--- src/rtl/mem_access.sv ---
// MEM stage of a MIPS-style pipeline: drives a simple req/ack data bus, extracts
// little-endian byte/halfword load data and forwards writeback fields to WB.
module mem_access #(
    parameter int RegAddrWidth = 5,
    parameter int RegDataWidth = 32,
    parameter int OpcodeWidth  = 6
) (
    input  logic                    clk,
    input  logic                    rst,
    input  logic [RegAddrWidth-1:0] target_MEM,
    input  logic [RegDataWidth-1:0] data_from_ALU_MEM,
    input  logic                    we_hi_MEM,
    input  logic                    we_lo_MEM,
    input  logic [RegDataWidth-1:0] hi_MEM,
    input  logic [RegDataWidth-1:0] lo_MEM,
    input  logic [RegDataWidth-1:0] rdata_2_MEM,
    input  logic                    WriteReg_MEM,
    input  logic                    MemOrAlu_MEM,
    input  logic                    WriteMem_MEM,
    input  logic                    ReadMem_MEM,
    input  logic [OpcodeWidth-1:0]  opcode_MEM,
    output logic                    mem_req,
    output logic                    mem_we,
    output logic [31:0]             mem_addr,
    output logic [3:0]              mem_be,
    output logic [31:0]             mem_wdata,
    input  logic [31:0]             mem_rdata,
    input  logic                    mem_ack,
    output logic                    stall_req,
    output logic                    addr_error,
    output logic [RegAddrWidth-1:0] target_WB,
    output logic [RegDataWidth-1:0] data_WB,
    output logic                    WriteReg_WB,
    output logic                    we_hi_WB,
    output logic                    we_lo_WB,
    output logic [RegDataWidth-1:0] hi_WB,
    output logic [RegDataWidth-1:0] lo_WB
);

    localparam logic [1:0] IDLE = 2'd0;
    localparam logic [1:0] WAIT = 2'd1;
    localparam logic [1:0] DONE = 2'd2;

    localparam logic [OpcodeWidth-1:0] OP_LB  = OpcodeWidth'(6'h20);
    localparam logic [OpcodeWidth-1:0] OP_LH  = OpcodeWidth'(6'h21);
    localparam logic [OpcodeWidth-1:0] OP_LBU = OpcodeWidth'(6'h24);
    localparam logic [OpcodeWidth-1:0] OP_LHU = OpcodeWidth'(6'h25);
    localparam logic [OpcodeWidth-1:0] OP_SB  = OpcodeWidth'(6'h28);
    localparam logic [OpcodeWidth-1:0] OP_SH  = OpcodeWidth'(6'h29);

    logic [1:0]              state;
    logic [1:0]              state_next;
    logic [31:0]             load_data;
    logic [31:0]             addr;
    logic [31:0]             store_word;
    logic                    is_byte;
    logic                    is_half;
    logic                    is_word;
    logic                    access;
    logic                    misaligned;
    logic                    mem_op;
    logic [7:0]              byte_sel;
    logic [15:0]             half_sel;
    logic [RegDataWidth-1:0] load_result;

    assign addr       = data_from_ALU_MEM[31:0];
    assign store_word = rdata_2_MEM[31:0];

    // Access size comes from the opcode; unknown load/store opcodes are whole-word.
    assign is_byte    = (opcode_MEM == OP_LB) || (opcode_MEM == OP_LBU) || (opcode_MEM == OP_SB);
    assign is_half    = (opcode_MEM == OP_LH) || (opcode_MEM == OP_LHU) || (opcode_MEM == OP_SH);
    assign is_word    = !is_byte && !is_half;
    assign access     = ReadMem_MEM || WriteMem_MEM;
    assign misaligned = access && ((is_half && addr[0]) || (is_word && (addr[1:0] != 2'b00)));
    assign mem_op     = access && !misaligned;

    assign mem_req    = !rst && (((state == IDLE) && mem_op) || (state == WAIT));
    assign stall_req  = mem_req;
    assign addr_error = !rst && (state == IDLE) && misaligned;

    assign mem_we     = WriteMem_MEM;
    assign mem_addr   = {addr[31:2], 2'b00};

    always_comb begin
        // NOTE: every output of a combinational block gets a default first, so no path leaves a latch.
        mem_wdata = store_word;
        mem_be    = 4'b1111;
        if (WriteMem_MEM) begin
            if (opcode_MEM == OP_SB) begin
                mem_wdata = {4{store_word[7:0]}};
                mem_be    = 4'b0001 << addr[1:0];
            end else if (opcode_MEM == OP_SH) begin
                mem_wdata = {2{store_word[15:0]}};
                mem_be    = addr[1] ? 4'b1100 : 4'b0011;
            end
        end
    end

    // Lane k of the registered word holds the byte at addr[1:0]=k.
    assign byte_sel = load_data[{addr[1:0], 3'b000} +: 8];
    assign half_sel = load_data[{addr[1], 4'b0000} +: 16];

    always_comb begin
        load_result = RegDataWidth'(load_data);
        case (opcode_MEM)
            OP_LB:   load_result = {{(RegDataWidth-8){byte_sel[7]}}, byte_sel};
            OP_LBU:  load_result = {{(RegDataWidth-8){1'b0}}, byte_sel};
            OP_LH:   load_result = {{(RegDataWidth-16){half_sel[15]}}, half_sel};
            OP_LHU:  load_result = {{(RegDataWidth-16){1'b0}}, half_sel};
            default: load_result = RegDataWidth'(load_data);
        endcase
    end

    always_comb begin
        state_next = state;
        case (state)
            IDLE: if (mem_op) state_next = mem_ack ? DONE : WAIT;
            WAIT: if (mem_ack) state_next = DONE;
            DONE: state_next = IDLE;
            default: state_next = IDLE;
        endcase
    end

    always_ff @(posedge clk) begin
        // NOTE: clocked state uses non-blocking assignment so every register samples pre-edge values.
        if (rst) begin
            state     <= IDLE;
            // NOTE: the load register is a single word, not a memory array, so it is cheap to reset and a post-reset read shows 0.
            load_data <= '0;
        end else begin
            state <= state_next;
            if (mem_req && mem_ack && ReadMem_MEM) begin
                load_data <= mem_rdata;
            end
        end
    end

    // Writeback forwarding; enables are suppressed while the access is still in flight.
    assign target_WB   = target_MEM;
    assign data_WB     = MemOrAlu_MEM ? load_result : data_from_ALU_MEM;
    assign WriteReg_WB = WriteReg_MEM && !rst && !stall_req && !addr_error;
    assign we_hi_WB    = we_hi_MEM && !rst && !stall_req;
    assign we_lo_WB    = we_lo_MEM && !rst && !stall_req;
    assign hi_WB       = hi_MEM;
    assign lo_WB       = lo_MEM;

endmodule
--- config.mk ---
export PLATFORM = sky130hd
export DESIGN_NAME = mem_access
export DESIGN_NICKNAME = d
export VERILOG_FILES = /design/src/rtl/mem_access.sv
export SDC_FILE = /design/constraint.sdc
export NUM_CORES = 1
export LEC_CHECK = 0
export CAP_MARGIN = 20
export CORE_AREA = 2 2 140 142
export DETAILED_ROUTE_END_ITERATION = 7
export DIE_AREA = 0 0 142 144
export GPL_ROUTABILITY_DRIVEN = 0
export PLACE_DENSITY = 0.61
export SYNTH_ARGS = -nofsm -noshare
export SYNTH_HDL_FRONTEND = slang
export SYNTH_SLANG_ARGS = --single-unit
--- constraint.sdc ---
create_clock -name clk -period 2.9 [get_ports clk]
set_input_delay 0.58 -clock clk [delete_from_list [all_inputs] [get_ports clk]]
set_output_delay 0.58 -clock clk [all_outputs]
set_load 0.05 [all_outputs]
==> impl_metrics.ini, run 1 <==
[sta]
period_minus_slack_ns = 2.86
setup_tns_ns = 0
rsz0062_at_grt = yes
timing.max_slew.rel_slack_pct = 65.5
worst-slew-pin-transition_ns = 0.515
timing.final.crit_share_pct = 98.5
final-max-slew-violation-count = 0
hold_viol = 0
timing.clock.skew_ns = 0.00508
fmax_mhz = 350
setup-violations-final = 0
crit_path_setup_slack_layout_ns = 0.0424

[logic_synthesis]
synth_seq_area_share_pct = 19.6
yosys.area.top_type_share_pct = 24.0
synth_edf_count = 0
yosysTopAreaCell = buf_4
cell_with_the_most_instances_after_synthesis = buf_4
synth.top_cells.by_count = 111 x buf_4, 48 x a21oi_1, 47 x nand2_1
synth-adder-area-share_pct = 0
synth_top_family_by_area = buffers and inverters
synth_mux_area_share_pct = 4.15
synth_xor_xnor_area_share_pct = 0
cell_variety_after_synth = 42
post_synth_and_or_nand_nor_area_fraction_pct = 21.1
postSynth.asyncResetShare_pct = 0
synth_area_leaders = buf_4 24%, dfxtp_1 20%, a21oi_1 6.9%
synth_area_um2 = 3470
syn-instance-count = 489
syn-mean-instance-area_um2 = 7.10
synthesis.yosys.warnings = 0
ys.flop_type = dfxtp_1
post_synthesis_compound_gate_area_fraction_pct = 26.4
register_bit_count_reported_by_yosys = 34

[grt]
groute.usage.overall_pct = 15.1
overflow = 0
grt_max_degree = 36
wire_length_of_the_first_global_routing_pass_um = 23300
grt_pass1_vias = 3870
grt_antenna_before_repair = 4

[cells_and_area]
nFillCells = 2007
nets = 801
layout_overhead_on_the_synthesized_area_pct = 76.3
fin_util_pct = 32.1
final_area_um2 = 6120
final_layout_size_suffix_gt1_share_pct = 33.9

[power_and_ir_drop]
irDropWorstVdd_mv = 0.251
leakagePower_uw = 0.00235
power.density_cell_area_nw_per_um2 = 363

[worst_setup_path]
crit_path_max_incr_delay_ns = 0.59
largest_delay_share_family_worst_path = compound AO/OA/AOI/OAI gates
worstPathBufferInverterCount = 2
worstPathCellList = buf_6, or4b_4, a211o_1, o21a_4, a21oi_2, buf_12
crit_cells = 6
reg2reg_from = state[1]
crit_path_start_kind = input pin
cpMaxStageDelayCell = or4b_4
cp_data_required_time_ns = 2.32
r2r.worst_path.cells = 6
cp_max_fo = 8
end_kind = primary output
worstPathArrival_ns = 2.28
setup.worst_path.start = opcode_MEM[3]
criticalPathCategory = input pin to primary output

[clock_tree]
htreeDepth = 2
clock_insertion_delay_worst_skew_ns = 0.28
buffer_depth_of_the_longest_clock_path = 2
path_clk_slew_ns = 0.06
cts_root_buf = clkbuf_16
numCtsBuffers = 5
number_of_clock_sinks = 34
cts_hold_buf = 0
cts_tree = done

[outcome]
status = completed

[min_path]
class_of_the_most_critical_hold_timing_path = flop to flop
worst_hold_path.num_cells = 2
timing.hold.worst.start = load_data[3]

[floorplan]
floorplan.io_pins = 356
start_util_pct = 18.2
core_region_area_um2 = 19100
die_h_um = 144
placementRows = 51
design.die.area_um2 = 20400
die_width_um = 142

[placement]
place_ws_ns = -0.438
placement.io_buffers = 215
post_dp_cell_area_um2 = 5760
post-dp-hpwl_um = 13400

[drt]
drc_errors = 0
antenna_violating_nets_post_route = 0
routed_wire_length_per_instance_um = 19.1
viasPerCell = 4.51
drt_pass1_iterations = 4
finalWirelength_um = 16400
via_count = 3886
drtIter0Drc = 170

[job]
maxCapViolCount = 0
-- report_power, final --
part	total, µW	internal (µW)	leakage (µW)	switching, µW
Combinational	1030	456	0.00198	578
Sequential	485	476	0.000275	8.72
Clock	704	494	0.0000940	210
Total	2220	1430	0.00235	797
-- state kept, by name (all words and copies together) (netlist names) --
register / cells
state: 2
load_data: 32
-- per-layer routing --
layer	global-route usage (%)	part of all wire (%)	vias to the layer above
met5	0	0.28	-
met4	6.32	3.3	6
met3	6.39	9.8	52
met2	26.2	49	167
met1	16.2	37	1786
li1	-	-	1875
-- stage by stage --
stage / instances / total power [µW] / hold WS [ns]
after floorplan: 490 / 1290 / 0.454
after global placement: 848 / 1510 / 0.464
after detailed placement: 848 / 1510 / 0.470
after CTS: 860 / 2240 / 0.477
after global routing: 860 / 2300 / 0.497
final: 861 / 2220 / 0.478
-- final cells by class --
type | instances | area, µm² | share of cell area [%]
clock buffers | 5 | 125 | 2.04
diodes | 1 | 2.50 | 0.0409
well taps | 238 | 298 | 4.87
clock inverters | 3 | 68.8 | 1.12
repair buffers | 270 | 2900 | 47.3
flip-flops and latches | 34 | 681 | 11.1
multi-input cells | 307 | 2040 | 33.3
inverters | 3 | 11.3 | 0.184
-- timing repair --
item,4_1_cts,5_1_grt
gates cloned,1,0
resized for setup,44,7
pin swaps,8,6
buffers inserted,3,0
setup endpoints to repair,66,24
-- cell families after synthesis --
| logic type | count (synthesis) |
|---|---|
| buffers and inverters | 150 |
| multiplexers | 12 |
| AO/OA/AOI/OAI | 143 |
| other | 1 |
| flip-flops | 34 |
| AND/OR/NAND/NOR | 149 |
-- path summary, 6_finish.rpt --
path                  end  slack [ns]
max           data_WB[28]        0.04
min          load_data[3]        0.48
max reg2reg      state[1]        1.47
min reg2reg  load_data[3]        0.48
-- worst min-delay path: stages, from the launching register on --
cell	delay, ns
dfxtp_1	0.31
o21ai_0	0.07
a21oi_1	0.06
-- cells in the final DEF, fill, tap and decap left out, types with 3 or more instances in the layout --
master and n:
clkdlybuf4s50_1 129, buf_4 89, nand2_1 47, buf_12 43, o21ai_0 40, nor2_1 34, dfxtp_1 34, nand3_1 33
a21oi_1 32, a21oi_2 16, o221a_2 13, a21oi_4 10, mux2_2 9, a22oi_1 8, nand3b_1 7, a211oi_1 7
and3b_1 6, clkbuf_16 5, o21ai_1 4, nor2b_1 3, inv_1 3, buf_6 3
No activity file was read; power rests on OpenSTA's default activity.
==> run 2: changes to the inputs <==
CTS_CLUSTER_SIZE = 28   (was default)
==> results of run 2 <==
The final DEF is identical to that of run 1; final timing and power are the same.
